File: config.mk
export PLATFORM = sky130hd
export DESIGN_NAME = arb_mux
export DESIGN_NICKNAME = d
export VERILOG_FILES = /design/src/rtl/arb_mux.sv
export SDC_FILE = /design/constraint.sdc
export NUM_CORES = 1
export LEC_CHECK = 0
export BUFFER_PORTS_ARGS = -buffer_cell sky130_fd_sc_hd__buf_4
export CAP_MARGIN = 5
export CORE_MARGIN = 1
export CORE_UTILIZATION = 30
export DETAILED_ROUTE_END_ITERATION = 8
export PLACE_DENSITY = 0.62
export SLEW_MARGIN = 20
export SYNTH_ARGS = -nofsm -noshare
export SYNTH_HDL_FRONTEND = slang
export SYNTH_SLANG_ARGS = --single-unit
File: constraint.sdc
create_clock -name clk -period 2.4 [get_ports clk]
set_clock_uncertainty 0.15 [all_clocks]
set_input_delay 0 -clock clk [delete_from_list [all_inputs] [get_ports clk]]
set_output_delay 0 -clock clk [all_outputs]
set_load 0.01 [all_outputs]
File: src/rtl/arb_mux.sv
// rtl/arb_mux.sv - registered N-input arbitrating mux with valid/ready handshakes; ARB_MUX_RR_EN selects round-robin arbitration
module arb_mux #(
    parameter int WIDTH      = 64,
    parameter int NUM_INPUTS = 4,
    localparam int SEL_W     = $clog2(NUM_INPUTS)
) (
    input  logic                        clk,
    input  logic                        reset,
    input  logic [NUM_INPUTS-1:0]       in_valid,
    input  logic [NUM_INPUTS*WIDTH-1:0] in_data,
    output logic [NUM_INPUTS-1:0]       in_ready,
    output logic                        out_valid,
    output logic [WIDTH-1:0]            out_data,
    output logic [SEL_W-1:0]            out_src,
    input  logic                        out_ready
);

    localparam logic [SEL_W-1:0]      LAST_IDX = SEL_W'(NUM_INPUTS - 1);
    localparam logic [NUM_INPUTS-1:0] ONE_HOT0 = NUM_INPUTS'(1);

    logic             load;
    logic             any_valid;
    logic             transfer;
    logic [SEL_W-1:0] winner;
    logic [WIDTH-1:0] win_data;

    // The output register can take new data when empty or being drained this cycle
    assign load      = !out_valid || out_ready;
    assign any_valid = |in_valid;
    // Reset gating keeps in_ready low while reset is held, even though load is true then
    assign transfer  = load && any_valid && !reset;

`ifdef ARB_MUX_RR_EN
    localparam logic [SEL_W:0] N_EXT = (SEL_W + 1)'(NUM_INPUTS);

    logic [SEL_W-1:0] ptr;

    // Winner is the first valid channel at or after ptr, wrapping modulo NUM_INPUTS
    always_comb begin
        logic           found;
        logic [SEL_W:0] idx;
        winner = '0;
        found  = 1'b0;
        idx    = '0;
        for (int k = 0; k < NUM_INPUTS; k++) begin
            // One extra bit holds ptr+k before the wrap; ptr+k never reaches 2*NUM_INPUTS
            idx = {1'b0, ptr} + (SEL_W + 1)'(k);
            if (idx >= N_EXT) begin
                idx = idx - N_EXT;
            end
            if (!found && in_valid[idx[SEL_W-1:0]]) begin
                winner = idx[SEL_W-1:0];
                found  = 1'b1;
            end
        end
    end

    // Pointer moves just past the channel that transferred so it gets lowest priority next
    always_ff @(posedge clk or posedge reset) begin
        if (reset) begin
            ptr <= '0;
        end else if (transfer) begin
            ptr <= (winner == LAST_IDX) ? '0 : winner + 1'b1;
        end
    end
`else
    // Fixed priority: scanning from the top down leaves the lowest valid index
    always_comb begin
        winner = '0;
        for (int i = NUM_INPUTS - 1; i >= 0; i--) begin
            if (in_valid[i]) begin
                winner = SEL_W'(i);
            end
        end
    end
`endif

    // Data of the granted channel; only reaches outputs through the register
    always_comb begin
        win_data = in_data[winner*WIDTH +: WIDTH];
    end

    // One-hot grant to the winner only when a transfer actually happens
    assign in_ready = transfer ? (ONE_HOT0 << winner) : '0;

    // Output register: load on transfer, drop valid when drained with nothing waiting, else hold
    always_ff @(posedge clk or posedge reset) begin
        if (reset) begin
            out_valid <= 1'b0;
            out_data  <= '0;
            out_src   <= '0;
        end else if (load) begin
            if (any_valid) begin
                out_valid <= 1'b1;
                out_data  <= win_data;
                out_src   <= winner;
            end else begin
                out_valid <= 1'b0;
            end
        end
    end

endmodule

==> results.txt <==
Outcome -> complete, no violations
Maximum number of pins on one net before global-route repair -> 122
Reg-to-reg critical path endpoint -> out_data[16]
Std-Cell Rows -> 46
Commonest non-fill, non-tap cell in the layout -> sky130_fd_sc_hd__buf_4
Storage cell area -> 0.001677 sq mm
Type of the most critical hold path -> in2reg
Multi-input logic area -> 0.002890 sq mm
Setup repair after global routing missed its margin -> false
DRC Markers -> 0
Top achievable clock speed -> 0.4399 GHz
Psw -> 0.001246 W
Power density over the cells -> 438.7 mW/mm^2
Clock network latency to the later pin of the worst-skew pair -> 0.32 ns
H-tree levels -> 3
Number of gates resized after CTS -> 0
Global-route wire length before repair -> 36980 microns
M2 GR Usage -> 49.75%
Global-route met3 utilization -> 5.326%
Die W -> 129.3 microns
Final Net Count -> 1294
Total via count in the routed design -> 6827
Design internal power -> 0.003036 W
Largest driver fanout on the critical path -> 33
Ys Warns -> 0
Power share of the combinational group -> 38.0%
Worst Path Arrival -> 2.33 ns
Commonest cells after routing, fill and taps aside -> 346 x sky130_fd_sc_hd__buf_4, 200 x sky130_fd_sc_hd__dlygate4sd3_1, 67 x sky130_fd_sc_hd__dfrtp_1, 66 x sky130_fd_sc_hd__a21oi_1, 65 x sky130_fd_sc_hd__nand2_1
Post-synthesis instance area -> 0.004860 sq mm
Switching part of the total power -> 29.10%
Critical Setup Path Class -> reg2reg
Share of cells above drive strength 1 -> 35.75%
Max Slew Vio Count -> 0
Part of the total power dissipated in the clock network -> 29.6%
Critical Path Source Type -> flip-flop
Hold wc startpoint -> in_data[238]
Number of global-route vias before repair -> 7083
Worst reg-to-reg path cell count -> 5
WP data required -> 2.45 ns
Number of placed instances, taps included -> 1036
TritonCTS Sinks -> 67
Worst reg2reg path startpoint -> out_valid
Crit-path leading delay family -> buffers and inverters
Slack of the worst reg-to-reg path -> 0.13 ns
Full die area -> 0.01671 sq mm
Number of max-cap violations -> 0
Number of filler instances in the final layout -> 1339
Primary flip-flop cell chosen by synthesis mapping -> sky130_fd_sc_hd__dfrtp_1
Distinct cell type count of the synthesized netlist -> 23
Final critical path time including I/O delays and setup -> 2.273 ns
GR peak layer -> met2
Post-synth net total -> 806
Post-synthesis register bit count -> 67
Chip height -> 129.3 microns
Placed wire-length estimate after detailed placement -> 15170 microns
Clock tree buffer depth -> 2
Final hold violation count -> 0
Post-detailed-route count of antenna-violating nets -> 0
Fin Setup TNS -> 0 ns
Max IR drop VDD -> 0.2476 mV
Library cell used as clock root buffer -> sky130_fd_sc_hd__clkbuf_16
Routed wire per std cell -> 19.32 microns
Fraction of power consumed by sequential logic -> 32.4%
Clock buffers created by TritonCTS -> 9
Port Buffers -> 333
Non-Filler Instances -> 1252
Number of optimization iterations in the first detailed-route pass -> 6
Kind of capture point of the worst setup path -> flip-flop
Sequential area share after synthesis -> 34.50%
Share of the clock period used by the worst path -> 94.72%
Proportion of register bits with asynchronous set or reset after synthesis -> 100.0%
Transition time at the pin with the least slew margin -> 0.8367 ns
Aggregate global-route resource usage -> 28.60%
DR vias/cell -> 5.453
Floorplan core area -> 0.01583 sq mm
Met1 track utilization from global routing -> 33.57%
Depth of the worst hold-timing path -> 4
Cells along the critical path -> nor2b_4, buf_4, a311o_1, o32a_1, dlygate4sd3_1
Sum of overflow across all layers after global routing -> 0
Clock slew at the register clock pins of the worst setup and hold paths -> 0.05 ns
Number of top-level design ports -> 334
Worst slew slack as a fraction of its limit -> 44.22%
Routability cong. -> 0.8334
Initial Utilization -> 30.70%
Synthesis-to-finish area growth -> 100.9%
Number of enable flip-flop cells after synthesis -> 0
Antenna violations before repair -> 0
TritonCTS clock tree -> built
Slowest cell delay on critical path -> 0.57 ns
Number of setup violations in the final report -> 0
Total wire length -> 24190 microns
Count of mapped cells out of synthesis -> 543
Critical path buffers and inverters -> 2
Critical path's slowest cell -> sky130_fd_sc_hd__dlygate4sd3_1
Static leakage power -> 4.506 nW
Average cell area after synthesis -> 8.950 sq um
End of the worst hold path -> out_data[46]
DRC violation total after the first TritonRoute iteration -> 441
layout make-up:
class	instances	share of cell area [%]
timing repair buffer	548	47.52
multi-input combinational	404	29.60
sequential	67	17.17
clock buffer	13	2.768
tap	216	2.768
clock inverter	2	0.1025
inverter	1	0.03845
antenna	1	0.02563
cells in the mapped netlist, drive strengths merged, types with 3 or more instances:
master	n	area (sq um)
nor2b	3	18.77
a211o	63	551.8
buf	34	172.7
clkbuf	37	138.9
a21oi	66	330.3
nand3b	64	480.5
nand2	65	244.0
o32a	64	640.6
dfrtp	67	1677
nor2	3	11.26
o21a	64	480.5
power groups by stage:
stage	sequential [W]	clock, W	combinational [W]
6_report	0.00139	0.00127	0.00163
4_1_cts	0.00139	0.00130	0.00161
3_5_place_dp	0.00140	0	0.00132
2_1_floorplan	0.00146	0	0.000515
3_3_place_gp	0.00140	0	0.00131
5_1_grt	0.00140	0.00134	0.00173
cells by family after synthesis:
logic type	Yosys count	share of synthesized area, %
AOI/OAI and AO/OA	260	41.71
buffers and inverters	72	6.488
DFF	67	34.50
and+or+nand+nor	144	17.30
flip-flops by register name (all words and copies together), names as in the netlist:
register / count
out_valid: 1
out_data: 64
out_src: 2
layer usage:
layer / routed length (microns) / part of all wire [%]
met5: 0 / 0
met4: 1022 / 4.2
met3: 1638 / 6.8
met2: 12100 / 50
met1: 9422 / 39
per-stage QoR:
| stage | util (%) | cell area [sq um] | worst slack, ns | hold slack [ns] | total power [W] |
|---|---|---|---|---|---|
| after floorplan | - | 4860 | 0.3630 | 0.06756 | 0.001971 |
| after global placement | 47.25 | 7478 | 0.4035 | -0.1892 | 0.002707 |
| after global routing | 61.67 | 9761 | 0.05457 | 0.007200 | 0.004476 |
| after detailed placement | 47.25 | 7478 | 0.3703 | -0.1835 | 0.002724 |
| after CTS | 61.67 | 9761 | 0.1669 | 0.00004088 | 0.004289 |
| final | 61.68 | 9763 | 0.1267 | 0.007827 | 0.004283 |
tightest hold or removal path: stages:
cell                       delay, ns
sky130_fd_sc_hd__buf_4          0.08
sky130_fd_sc_hd__nand3b_1       0.07
sky130_fd_sc_hd__a21oi_1        0.15
sky130_fd_sc_hd__o32a_1         0.15
repair_timing:
action / 4_1_cts / 5_1_grt
buffers inserted: 0 / 0
endpoints found under the hold margin: 75 / 0
hold buffers: 200 / 0
how the worst max path moves through the flow:
| stage | start | endpoint | slack [ns] | depth (start not counted) |
|---|---|---|---|---|
| final | out_valid | out_data[16] | 0.13 | 5 |
| after global routing | out_valid | out_data[16] | 0.05 | 5 |
| after CTS | out_valid | out_data[16] | 0.17 | 5 |
| after detailed placement | in_valid[0] | out_data[23] | 0.37 | 5 |
| after global placement | in_valid[0] | out_data[55] | 0.40 | 5 |
| after floorplan | reset | in_ready[3] | 0.36 | 2 |
Note: power is estimated with default switching activity, not from simulation.
